[config.mk]
export PLATFORM = sky130hd
export DESIGN_NAME = xintf_reg_bank
export DESIGN_NICKNAME = d
export VERILOG_FILES = /design/src/rtl/xintf_reg_bank.sv
export SDC_FILE = /design/constraint.sdc
export NUM_CORES = 1
export LEC_CHECK = 0
export CORE_MARGIN = 3
export CORE_UTILIZATION = 40
export DETAILED_ROUTE_END_ITERATION = 7
export DONT_BUFFER_PORTS = 1
export PLACE_DENSITY = 0.62
export RECOVER_POWER = 100
export SETUP_SLACK_MARGIN = 0.05
export SLEW_MARGIN = 10
export SYNTH_ARGS = -nofsm -noshare
export SYNTH_HDL_FRONTEND = slang
export SYNTH_SLANG_ARGS = --single-unit
[constraint.sdc]
create_clock -name clk -period 3.45 [get_ports clk]
set_input_delay 0.69 -clock clk [delete_from_list [all_inputs] [get_ports clk]]
set_output_delay 0.69 -clock clk [all_outputs]
set_load 0.02 [all_outputs]
[src/rtl/xintf_reg_bank.sv]
// DSP XINTF slave register bank: synchronised nCS/nRD/nWR strobes, RW control words, RO status words.
// Define XINTF_ERR_EN to build the sticky access-error flag; otherwise err is tied low.
module xintf_reg_bank #(
    parameter int                ADDR_W      = 15,
    parameter int                DATA_W      = 16,
    parameter logic [ADDR_W-1:0] BASE_ADDR   = ADDR_W'('h3FF0),
    parameter int                NUM_RW      = 8,
    parameter int                NUM_RO      = 4,
    parameter int                SYNC_STAGES = 2,
    parameter logic [DATA_W-1:0] RESET_VAL   = '0
) (
    input  logic                     clk,
    input  logic                     nRST,
    input  logic [ADDR_W-1:0]        address,
    input  logic                     nCS,
    input  logic                     nRD,
    input  logic                     nWR,
    input  logic [DATA_W-1:0]        data_in,
    output logic [DATA_W-1:0]        data_out,
    output logic                     data_oe,
    output logic [NUM_RW*DATA_W-1:0] ctrl_regs,
    output logic [NUM_RW-1:0]        wr_stb,
    input  logic [NUM_RO*DATA_W-1:0] stat_in,
    output logic                     err,
    input  logic                     err_clr
);

    // state | meaning
    // IDLE  | no access in progress, data bus released
    // WRITE | nWR low, sampling address/data until the strobe rises
    // READ  | selected word latched, driving the bus until nRD or nCS rises
    typedef enum logic [1:0] {IDLE, WRITE, READ} state_t;
    state_t state;

    localparam logic [ADDR_W-1:0] RW_END = ADDR_W'(NUM_RW);
    localparam logic [ADDR_W-1:0] RO_END = ADDR_W'(NUM_RW + NUM_RO);

    logic [SYNC_STAGES-1:0] cs_sync, rd_sync, wr_sync;
    logic                   cs_s, rd_s, wr_s, cs_d, wr_d;
    logic [ADDR_W-1:0]      offset, hold_addr, hold_off;
    logic [DATA_W-1:0]      hold_data, rd_word;
    logic                   hit_rw, hit_ro, wr_rise, strobe_clash;

    assign cs_s         = cs_sync[SYNC_STAGES-1];
    assign rd_s         = rd_sync[SYNC_STAGES-1];
    assign wr_s         = wr_sync[SYNC_STAGES-1];
    // Unsigned wrap makes addresses below the base land far above the window.
    assign offset       = address - BASE_ADDR;
    assign hold_off     = hold_addr - BASE_ADDR;
    assign hit_rw       = offset < RW_END;
    assign hit_ro       = !hit_rw && (offset < RO_END);
    assign wr_rise      = wr_s && !wr_d;
    assign strobe_clash = !rd_s && !wr_s;

    always_comb begin
        rd_word = '0;
        for (int i = 0; i < NUM_RW; i++)
            if (offset == ADDR_W'(i)) rd_word = ctrl_regs[i*DATA_W +: DATA_W];
        for (int j = 0; j < NUM_RO; j++)
            if (offset == ADDR_W'(NUM_RW + j)) rd_word = stat_in[j*DATA_W +: DATA_W];
    end

    always_ff @(posedge clk or negedge nRST) begin
        if (!nRST) begin
            cs_sync <= '1;
            rd_sync <= '1;
            wr_sync <= '1;
            cs_d    <= 1'b1;
            wr_d    <= 1'b1;
        end else begin
            cs_sync <= {cs_sync[SYNC_STAGES-2:0], nCS};
            rd_sync <= {rd_sync[SYNC_STAGES-2:0], nRD};
            wr_sync <= {wr_sync[SYNC_STAGES-2:0], nWR};
            cs_d    <= cs_s;
            wr_d    <= wr_s;
        end
    end

    always_ff @(posedge clk or negedge nRST) begin
        if (!nRST) begin
            state     <= IDLE;
            hold_addr <= '0;
            hold_data <= '0;
            ctrl_regs <= {NUM_RW{RESET_VAL}};
            wr_stb    <= '0;
            data_out  <= '0;
            data_oe   <= 1'b0;
        end else begin
            wr_stb <= '0;
            if (strobe_clash) begin
                state   <= IDLE;
                data_oe <= 1'b0;
            end else begin
                case (state)
                    IDLE: begin
                        data_oe <= 1'b0;
                        if (!cs_s && !wr_s) begin
                            state     <= WRITE;
                            hold_addr <= address;
                            hold_data <= data_in;
                        end else if (!cs_s && !rd_s && (hit_rw || hit_ro)) begin
                            state    <= READ;
                            data_out <= rd_word;
                        end
                    end
                    WRITE: begin
                        if (wr_rise && !cs_s) begin
                            state <= IDLE;
                            for (int i = 0; i < NUM_RW; i++) begin
                                if (hold_off == ADDR_W'(i)) begin
                                    ctrl_regs[i*DATA_W +: DATA_W] <= hold_data;
                                    wr_stb[i]                     <= 1'b1;
                                end
                            end
                        end else if (cs_s) begin
                            state <= IDLE;
                        end else begin
                            hold_addr <= address;
                            hold_data <= data_in;
                        end
                    end
                    READ: begin
                        if (rd_s || cs_s) begin
                            state   <= IDLE;
                            data_oe <= 1'b0;
                        end else begin
                            data_oe <= 1'b1;
                        end
                    end
                    default: begin
                        state   <= IDLE;
                        data_oe <= 1'b0;
                    end
                endcase
            end
        end
    end

`ifdef XINTF_ERR_EN
    logic err_evt;

    always_comb begin
        err_evt = 1'b0;
        if (strobe_clash)
            err_evt = 1'b1;
        else if (state == IDLE && !cs_s && !rd_s && !hit_rw && !hit_ro)
            err_evt = 1'b1;
        else if (state == WRITE && wr_rise && !cs_s && !(hold_off < RW_END))
            err_evt = 1'b1;
    end

    // Clear has priority so software never loses a clear to a coincident event.
    always_ff @(posedge clk or negedge nRST) begin
        if (!nRST)
            err <= 1'b0;
        else if (err_clr)
            err <= 1'b0;
        else if (err_evt)
            err <= 1'b1;
    end
`else
    logic unused_err_clr;
    assign unused_err_clr = err_clr;
    assign err            = 1'b0;
`endif

endmodule
# Yosys cells after proc, flatten, opt, wreduce, memory -nomap -nowiden
# Index checks and enable logic that the tools add are counted.
# totals
in_bits	101
wordCells	121
rom_bits	0
memories	0
latchBits	0
register_bits	193
ramBits	0
# classes
multipliers	0
magnitude_cmp	2
n_eq_ne	27
n_shift	0
bitwise_logic	2
div	0
n_mux	41
n_reduce_logical	29
add_sub_neg	2
# ops
op	count
two-way mux 16 bit	15
== test 15 x 3 -> 1 bit (second input constant)	8
== test 15 x 2 -> 1 bit (second input constant)	4
== test 15 x 4 -> 1 bit (second input constant)	4
two-way mux 15 bit	3
AND reduction 4 bit	9
one-hot mux 16 bit (2 select lines)	1
== test 15 x 1 -> 1 bit (second input constant)	2
zero test 15 bit	2
less-than comparator 15 x 4 -> 1 bit (second input constant)	2
one-hot mux 15 bit (2 select lines)	1
subtractor 15 x 14 -> 15 bit (second input constant)	2
two-way mux 8 bit	3
two-way mux 2 bit	6
two-way mux 1 bit	10
inequality test 2 bit (second input constant)	4
inequality test 4 bit (second input constant)	2
logical AND 1 bit	7
one-hot mux 2 bit (3 select lines)	1
zero test 1 bit	5
AND reduction 5 bit	1
inequality test 3 bit (second input constant)	1
AND reduction 3 bit	1
== test 2 x 1 -> 1 bit (second input constant)	1
6 further kinds	8

# Logic depth before layout (Yosys ltp)
# Gate-level depths: netlist of the first run.
# logic_depth
depth_word	14
ltp_mapped	11
depth_no_buf	8

# Least setup slack after synthesis of the first run
# Ideal clock, no wire load.
# synth_timing
path_kind	input to register
start	input address[4]
end	register data_out[11]
slack_ps	698
path_stages	10
n_path_buf	2
arrival_ps	2633
setup_time_ps	119
path_cell_list	ha_1 -> and3_1 -> buf_4 -> and2_4 -> a22oi_4 -> a2111oi_4 -> buf_6 -> a222oi_1 -> nand4_1 -> o21a_1
# synth_via
elab_chain_cells	14
word_cells_on_any_way	32
cone_classes	1 x add/sub; 2 x order compare; 11 x eq/ne; 12 x mux; 6 x reduce/logical
# synth_lines
element	line_no	source
start, declared	14	input logic [ADDR_W-1:0] address,
subtractor 15 x 14 -> 15 bit *	48	assign offset = address - BASE_ADDR;
zero test 15 bit	58	if (offset == ADDR_W'(i)) rd_word = ctrl_regs[i*DATA_W +: DATA_W];
two-way mux 16 bit (8 in series)	58	
two-way mux 16 bit (4 in series)	60	if (offset == ADDR_W'(NUM_RW + j)) rd_word = stat_in[j*DATA_W +: DATA_W];
end signal, assigned	103	data_out <= rd_word;
end, declared	19	output logic [DATA_W-1:0] data_out,
# Every way passes the cells marked *; elsewhere a longest branch is shown, timed or not.
# A chain may end at the register's enable or synchronous reset.

# Worst setup path in the final report of the first run
# layout_timing
start	register wr_sync[1]
end	register ctrl_regs[124]
# layout_via
elab_chain_cells	4
word_cells_on_any_way	6
cone_classes	1 x bitwise; 5 x reduce/logical
# layout_lines
element	line_no	source
start, declared	38	logic [SYNC_STAGES-1:0] cs_sync, rd_sync, wr_sync;
start signal, assigned	73	wr_sync <= {wr_sync[SYNC_STAGES-2:0], nWR};
zero test 1 bit	53	assign strobe_clash = !rd_s && !wr_s;
logical AND 1 bit	53	
NOT 1 bit (no source line)	-	
AND reduction 4 bit (no source line) *	-	
end signal, assigned	84	ctrl_regs <= {NUM_RW{RESET_VAL}};
end signal, assigned by index	111	ctrl_regs[i*DATA_W +: DATA_W] <= hold_data;
end, declared	21	output logic [NUM_RW*DATA_W-1:0] ctrl_regs,
# Marks and branches as above.

==> impl_metrics.sql, run 1 <==
INSERT INTO impl_metrics (metric_group, metric, value, unit) VALUES
('global_route', 'grt_remaining_overflow', '0', ''),
('route', 'detail_route.drc_violations', '0', ''),
('final_layout', 'flow.area_growth_from_synthesis', '10.7', '%'),
('timing', 'layout_min_cycle_time', '2.92', 'ns'),
('setup_path', 'critPathRequiredTime', '3.77', 'ns'),
('yosys', 'yosys.cell_count.top_type', 'sky130_fd_sc_hd__dfrtp_1', ''),
('yosys', 'yosysSeqAreaShare', '51.4', '%'),
('floorplanning', 'floorplan.die_area', '0.0254', 'sq mm'),
('placement', 'globalplace.congestion', '0.858', ''),
('power_and_ir_drop', 'pwr_density_cell', '451', 'mW/mm^2'),
('yosys', 'multiplexer_share_of_the_synthesized_area', '19.5', '%'),
('yosys', 'post_synth_and_or_nand_nor_area_fraction', '9.84', '%'),
('floorplanning', 'rows', '55', ''),
('final_layout', 'instances_no_fill', '1131', ''),
('yosys', 'synth.top_cells.by_count', 'sky130_fd_sc_hd__dfrtp_1, sky130_fd_sc_hd__mux2_2, sky130_fd_sc_hd__nand2_1', ''),
('hold_path', 'hold_path.class', 'input pin to asynchronous set/reset pin', ''),
('route', 'totalWireLength', '33300', 'microns'),
('floorplanning', 'coreArea', '0.0228', 'sq mm'),
('yosys', 'syn_area_per_cell', '11.9', 'sq um'),
('placement', 'detail_placement_hpwl', '23300', 'microns'),
('clock_tree', 'cts.sink_count', '193', ''),
('setup_path', 'path_class', 'flop to flop', ''),
('clock_tree', 'cts.root.buffer_cell', 'sky130_fd_sc_hd__clkbuf_16', ''),
('setup_path', 'worst-endpoint-arrival', '3.24', 'ns'),
('yosys', 'yosysTopAreaCellShare', '49.5', '%'),
('timing', 'setup_viol', '0', ''),
('timing', 'final-hold-violation-count', '176', ''),
('yosys', 'synth-compound-area-share', '15.3', '%'),
('yosys', 'post_synth_fa_ha_maj_area_fraction', '0.266', '%'),
('placement', 'pre_cts_slack', '0.297', 'ns'),
('yosys', 'yosysWarnings', '0', ''),
('floorplanning', 'io_pins', '255', ''),
('timing', 'fmaxAchievable', '342', 'MHz'),
('final_layout', 'number_of_nets_in_the_finished_design', '908', ''),
('yosys', 'synth_top_cells_by_area', 'sky130_fd_sc_hd__dfrtp_1, sky130_fd_sc_hd__mux2_2, sky130_fd_sc_hd__nand2_1', ''),
('setup_path', 'regToRegEndpoint', 'ctrl_regs[124]', ''),
('outcome', 'status', 'complete, but fails checks', ''),
('route', 'via_count', '6930', ''),
('clock_tree', 'cts_setup_buffers', '0', ''),
('setup_path', 'setup.worst_path.end_class', 'flop', ''),
('global_route', 'grt_start_max_net_pins', '194', ''),
('timing', 'hold-worst-slack', '-0.0478', 'ns'),
('clock_tree', 'cts_tree', 'built', ''),
('route', 'initialDrtViolationCount', '633', ''),
('yosys', 'asyncSetResetFlopFracSynth', '100', '%'),
('timing', 'tightest_slew', '1.18', 'ns'),
('route', 'drt.antenna.violating_nets', '0', ''),
('clock_tree', 'cts-resized-gates', '0', ''),
('timing', 'rsz_0062_raised_after_global_routing', 'no', ''),
('setup_path', 'regToRegStartpoint', 'wr_sync[1]', ''),
('clock_tree', 'ctsLongestPathBuffers', '2', ''),
('clock_tree', 'cts.clk_slew.worst_paths', '0.08', 'ns'),
('route', 'average_routed_wire_per_standard_cell', '29.4', 'microns'),
('setup_path', 'crit_path_max_fanout', '9', ''),
('run', 'maxCapViolations', '0', ''),
('global_route', 'initial_antenna_violation_count', '0', ''),
('clock_tree', 'htree_levels', '4', ''),
('floorplanning', 'floorplan.initialDensity', '41.2', '%'),
('outcome', 'violations_in_the_final_reports', 'negative hold slack', ''),
('placement', 'portBuffers', '0', ''),
('final_layout', 'n_antenna_cell', '0', ''),
('yosys', 'synth_seq_cells', '193', ''),
('global_route', 'grt_pass1_wl', '48600', 'microns'),
('yosys', 'number_of_synthesized_flops_with_an_enable_pin', '0', ''),
('setup_path', 'startpoint_type', 'flop', ''),
('yosys', 'synthDistinctLibCells', '74', ''),
('clock_tree', 'worstSkewPairLatency', '0.44', 'ns'),
('timing', 'maxSlewViolCount', '0', ''),
('yosys', 'synthXorXnorAreaFrac', '0.0931', '%'),
('timing', 'fin_skew', '0.0139', 'ns'),
('yosys', 'synth_nets', '894', '');
==> metrics by stage <==
step / utilization [%] / total power, mW / instance area (sq um)
after CTS: 45.9 / 4.73 / 10500
after floorplan: - / 2.62 / 9410
after detailed placement: 43.3 / 2.69 / 9900
after global routing: 45.6 / 4.86 / 10400
after global placement: 43.3 / 2.68 / 9900
final: 45.6 / 4.69 / 10400
==> worst max-delay path, cell delays in order, from the launching register on <==
cell                       delay [ns]
sky130_fd_sc_hd__dfstp_1         0.59
sky130_fd_sc_hd__nand2b_1        0.12
sky130_fd_sc_hd__nor2_1          0.10
sky130_fd_sc_hd__nand4_1         0.23
sky130_fd_sc_hd__inv_1           0.18
sky130_fd_sc_hd__nand4_1         0.60
sky130_fd_sc_hd__clkbuf_1        0.57
sky130_fd_sc_hd__mux2_2          0.41
==> layout make-up <==
type	count	area (sq um)
fillers	2190	12400
repair buffers	46	295
inverters	15	56.3
clock buffers	20	447
well taps	313	392
multi-input cells	532	4240
clock inverters	12	146
flip-flops and latches	193	4840
==> where the power goes <==
part           switching [mW]  leakage, nW  total (mW)  internal (mW)
registers               0.116         2.61        2.45           2.34
clock network           0.940        0.286        2.05           1.11
logic                   0.105         1.85       0.192         0.0869
total                    1.16         4.75        4.69           3.53
==> registers in the layout (all words and copies together), names as in the netlist <==
signal and flops:
data_out 16, hold_addr 15, rd_sync 2, wr_d 1, state 2, ctrl_regs 128
data_oe 1, wr_stb 8, wr_sync 2, cs_sync 2, hold_data 16
==> layout by cell type (no fill, tap or decap), types with 3 or more instances in the layout <==
cell type,Yosys,layout
sky130_fd_sc_hd__mux2i_1,25,25
sky130_fd_sc_hd__dfstp_2,7,4
sky130_fd_sc_hd__clkbuf_16,0,17
sky130_fd_sc_hd__a32oi_1,4,4
sky130_fd_sc_hd__nand2_1,87,87
sky130_fd_sc_hd__a21oi_1,31,31
sky130_fd_sc_hd__a2111oi_4,5,6
sky130_fd_sc_hd__a222oi_1,9,9
sky130_fd_sc_hd__o22ai_1,11,11
sky130_fd_sc_hd__and3_1,4,4
sky130_fd_sc_hd__o21ai_0,16,15
sky130_fd_sc_hd__o2111a_1,3,3
sky130_fd_sc_hd__a2bb2oi_1,11,11
sky130_fd_sc_hd__inv_1,14,14
sky130_fd_sc_hd__a211oi_1,9,11
sky130_fd_sc_hd__nor2_1,23,23
sky130_fd_sc_hd__nor3_1,8,8
sky130_fd_sc_hd__nor2b_1,10,10
sky130_fd_sc_hd__dfstp_1,0,3
sky130_fd_sc_hd__clkbuf_1,26,18
sky130_fd_sc_hd__inv_6,0,4
sky130_fd_sc_hd__nand2b_1,8,8
sky130_fd_sc_hd__and2_1,3,3
sky130_fd_sc_hd__mux2_2,141,141
sky130_fd_sc_hd__o21ai_1,2,3
sky130_fd_sc_hd__a31oi_1,7,7
sky130_fd_sc_hd__dfrtp_1,186,186
sky130_fd_sc_hd__nand4_1,14,14
sky130_fd_sc_hd__nand3_1,14,14
sky130_fd_sc_hd__buf_4,7,28
sky130_fd_sc_hd__or2_2,3,3
sky130_fd_sc_hd__a211oi_2,5,3
sky130_fd_sc_hd__a22oi_1,16,16
sky130_fd_sc_hd__a221oi_1,5,5
sky130_fd_sc_hd__o21a_1,9,9
==> worst max path at each step <==
stage                from        endpoint  depth (start not counted)
2_1_floorplan  address[4]    data_out[11]                         10
3_3_place_gp   address[4]     data_out[6]                          8
3_5_place_dp   address[4]     data_out[6]                          8
4_1_cts        address[4]     data_out[6]                          8
5_1_grt        address[4]    data_out[11]                         10
6_report       wr_sync[1]  ctrl_regs[124]                          7
==> per-layer routing <==
metal / wire length (microns) / up-vias / share of wire [%] / global-route usage [%]
li1: - / 2973 / - / -
met2: 16000 / 334 / 48 / 42.4
met5: 0 / - / 0 / 0
met4: 561 / 0 / 1.7 / 6.37
met3: 3600 / 35 / 11 / 9.52
met1: 13100 / 3588 / 39 / 32.6
==> cell families after synthesis <==
logic type,Yosys count
AOI/OAI and AO/OA,173
xor gates and xnor gates,1
adders and majority gates,2
buffers and inverters,66
DFF,193
muxes,166
other,1
and+or+nand+nor,189
No activity file was read; power rests on OpenSTA's default activity.
==> run 2, diff against run 1 <==
--- a/config.mk
+++ b/config.mk
@@ -9,7 +9,7 @@
 export CORE_UTILIZATION = 40
 export DETAILED_ROUTE_END_ITERATION = 7
 export DONT_BUFFER_PORTS = 1
-export PLACE_DENSITY = 0.62
+export PLACE_DENSITY = 0.64
 export RECOVER_POWER = 100
 export SETUP_SLACK_MARGIN = 0.05
 export SLEW_MARGIN = 10
==> constraint.sdc (replaced) <==
create_clock -name clk -period 2.68 [get_ports clk]
set_input_delay 0.536 -clock clk [delete_from_list [all_inputs] [get_ports clk]]
set_output_delay 0.536 -clock clk [all_outputs]
set_load 0.02 [all_outputs]
==> run 2 against run 1 <==
The run still ends with negative hold slack left; non-clock buffer count grew 41; final cell count grew 3.5%; die area is the same; worst hold slack lost 0.16 ns; sequential share of layout area shrank 1.4 points; setup slack lost 0.47 ns; clock skew is essentially flat; sequential power grew 29%; count of clock-buffer cells in the layout shrank 2; critical endpoint is now data_out[1].
==> impl_metrics.sql, run 2 (synthesis results as in run 1) <==
INSERT INTO impl_metrics (metric_group, metric, value, unit) VALUES
('floorplanning', 'rows', '55', ''),
('floorplanning', 'floorplan.die_area', '0.0254', 'sq mm'),
('route', 'initialDrtViolationCount', '681', ''),
('timing', 'fin_skew', '0.0141', 'ns'),
('final_layout', 'finish.utilization', '47.1', '%'),
('final_layout', 'mostFrequentLayoutCells', 'sky130_fd_sc_hd__dfrtp_1, sky130_fd_sc_hd__mux2_2, sky130_fd_sc_hd__nand2_1, sky130_fd_sc_hd__buf_4, sky130_fd_sc_hd__a21oi_1', ''),
('power_and_ir_drop', 'pwr_density_cell', '554', 'mW/mm^2'),
('final_layout', 'layout_commonest_cell', 'sky130_fd_sc_hd__dfrtp_1', ''),
('route', 'totalWireLength', '33200', 'microns'),
('global_route', 'grt_start_max_net_pins', '194', ''),
('timing', 'hold-worst-slack', '-0.207', 'ns'),
('route', 'detail_route.vias_per_cell', '6.05', ''),
('setup_path', 'path_class', 'input pin to flop', ''),
('timing', 'layout_min_cycle_time', '2.63', 'ns'),
('clock_tree', 'ctsLongestPathBuffers', '2', ''),
('route', 'detail_route.drc_violations', '0', ''),
('floorplanning', 'dieHeight', '159', 'microns'),
('timing', 'final-hold-violation-count', '186', ''),
('clock_tree', 'tritoncts_buffers', '17', ''),
('setup_path', 'cp-startpoint', 'address[9]', ''),
('floorplanning', 'coreArea', '0.0228', 'sq mm'),
('timing', 'rsz_0062_raised_after_global_routing', 'no', ''),
('route', 'detailedRoute.firstPassIterationCount', '7', ''),
('power_and_ir_drop', 'worst_ir_drop_vdd', '0.419', 'mV'),
('placement', 'globalplace.congestion', '0.884', ''),
('outcome', 'violations_in_the_final_reports', 'negative hold slack', ''),
('final_layout', 'instances_no_fill', '1171', ''),
('setup_path', 'crit_path_max_fanout', '14', ''),
('setup_path', 'critPathRequiredTime', '3.05', 'ns'),
('timing', 'timing.slew.headroom', '29.5', '%'),
('clock_tree', 'cts.clk_slew.worst_paths', '0.08', 'ns'),
('final_layout', 'registers.top_by_ff_count', 'ctrl_regs', ''),
('run', 'maxCapViolations', '0', ''),
('placement', 'portBuffers', '0', ''),
('setup_path', 'setup.worst_path.end_class', 'flop', ''),
('final_layout', 'fraction_of_final_layout_cells_with_drive_strength_greater_than_1', '32.8', '%'),
('final_layout', 'top_regs', 'ctrl_regs (128), data_out (16), hold_data (16)', ''),
('route', 'drt.antenna.violating_nets', '0', ''),
('timing', 'fmaxAchievable', '381', 'MHz'),
('final_layout', 'n_antenna_cell', '0', ''),
('global_route', 'initial_antenna_violation_count', '0', ''),
('global_route', 'groute.usage.overall', '25.8', '%'),
('timing', 'tightest_slew', '1.06', 'ns'),
('clock_tree', 'cts-resized-gates', '0', ''),
('outcome', 'status', 'complete, but fails checks', ''),
('clock_tree', 'worstSkewPairLatency', '0.43', 'ns'),
('global_route', 'via_count_of_the_first_global_routing_pass', '6999', ''),
('clock_tree', 'cts_setup_buffers', '0', ''),
('clock_tree', 'htree_levels', '4', ''),
('route', 'average_routed_wire_per_standard_cell', '28.3', 'microns'),
('setup_path', 'regToRegStartpoint', 'cs_sync[1]', ''),
('route', 'via_count', '7085', ''),
('final_layout', 'flow.area_growth_from_synthesis', '14.2', '%'),
('global_route', 'grt_remaining_overflow', '0', ''),
('clock_tree', 'cts.root.buffer_cell', 'sky130_fd_sc_hd__clkbuf_16', ''),
('placement', 'dp.cells', '1140', ''),
('floorplanning', 'io_pins', '255', ''),
('clock_tree', 'cts_tree', 'built', ''),
('floorplanning', 'die_w', '159', 'microns'),
('placement', 'detail_placement_hpwl', '24300', 'microns'),
('setup_path', 'worst-endpoint-arrival', '3.00', 'ns'),
('global_route', 'grt_pass1_wl', '48600', 'microns'),
('floorplanning', 'floorplan.initialDensity', '41.2', '%'),
('final_layout', 'number_of_nets_in_the_finished_design', '949', ''),
('hold_path', 'hold_path.class', 'input pin to asynchronous set/reset pin', ''),
('final_layout', 'largest_reg_flops', '128', ''),
('power_and_ir_drop', 'static-leakage-power', '4.96', 'nW'),
('setup_path', 'startpoint_type', 'input pin', ''),
('timing', 'maxSlewViolCount', '0', ''),
('clock_tree', 'cts.sink_count', '193', ''),
('timing', 'timing.final.crit_share', '98.0', '%'),
('timing', 'setup_viol', '0', '');
run 2: cell types whose count changed in the layout (fill, tap and decap cells not counted), sizes merged:
cell,delta
buf,+40
bufinv,-1
clkbuf,-1
clkinv,+1
clkinvlp,+1
run 2: final cells by class:
cell class	instances	area, sq um
Timing Repair Buffer	87	633
Clock buffer	18	429
Sequential cell	193	4840
Multi-Input combinational cell	532	4250
Clock inverter	13	149
Inverter	15	56.3
Tap cell	313	392
Fill cell	2163	12100
run 2: final timing paths:
check	end	slack, ns	depth (start not counted)
setup / recovery	data_out[1]	0.05	10
hold / removal	hold_data[1]	-0.21	0
setup reg to reg	ctrl_regs[87]	0.12	7
hold reg to reg	rd_sync[1]	0.36	0
max in group asynchronous	rd_sync[0]	2.58	0
min in group clk	cs_sync[0]	0.10	0
run 2: routing by layer:
layer | global-route usage, % | up-vias | part of all wire (%) | routed length, microns
met5 | 0 | - | 0 | 0
met4 | 7.00 | 0 | 1.8 | 593
met3 | 9.47 | 37 | 11 | 3690
met2 | 41.7 | 358 | 48 | 15900
met1 | 33.0 | 3629 | 39 | 12900
li1 | - | 3061 | - | -
run 2: worst max-delay path, cell delays in order:
cell and delay, ns:
sky130_fd_sc_hd__nor4_2 0.37, sky130_fd_sc_hd__nand2_1 0.15, sky130_fd_sc_hd__or3_1 0.36, sky130_fd_sc_hd__buf_4 0.23, sky130_fd_sc_hd__a2111oi_4 0.36, sky130_fd_sc_hd__clkbuf_2 0.40
sky130_fd_sc_hd__clkbuf_1 0.24, sky130_fd_sc_hd__a22oi_1 0.12, sky130_fd_sc_hd__nand4_1 0.11, sky130_fd_sc_hd__o21a_1 0.11
run 2: power breakdown:
part	internal, mW	switching, mW
Clock	1.32	1.22
Sequential	3.01	0.152
Combinational	0.117	0.135
run 2: metrics by stage:
step	power [mW]	instance area, sq um	setup slack [ns]	TNS, ns
3_3_place_gp	3.46	10200	-0.189	-1.36
4_1_cts	6.01	10800	0.185	0
6_report	5.95	10800	0.0540	0
2_1_floorplan	3.37	9410	0.0818	0
5_1_grt	6.17	10800	0.0364	0
3_5_place_dp	3.47	10200	-0.179	-1.98
==> run 3, diff against run 2 <==
--- a/config.mk
+++ b/config.mk
@@ -5,6 +5,7 @@
 export SDC_FILE = /design/constraint.sdc
 export NUM_CORES = 1
 export LEC_CHECK = 0
+export ABC_AREA = 0
 export CORE_MARGIN = 3
 export CORE_UTILIZATION = 40
 export DETAILED_ROUTE_END_ITERATION = 7
@@ -12,6 +13,7 @@
 export PLACE_DENSITY = 0.64
 export RECOVER_POWER = 100
 export SETUP_SLACK_MARGIN = 0.05
+export SKIP_LAST_GASP = 1
 export SLEW_MARGIN = 10
 export SYNTH_ARGS = -nofsm -noshare
 export SYNTH_HDL_FRONTEND = slang
==> results of run 3 <==
Same layout as run 2: the final DEF is identical, and so are final timing and power.
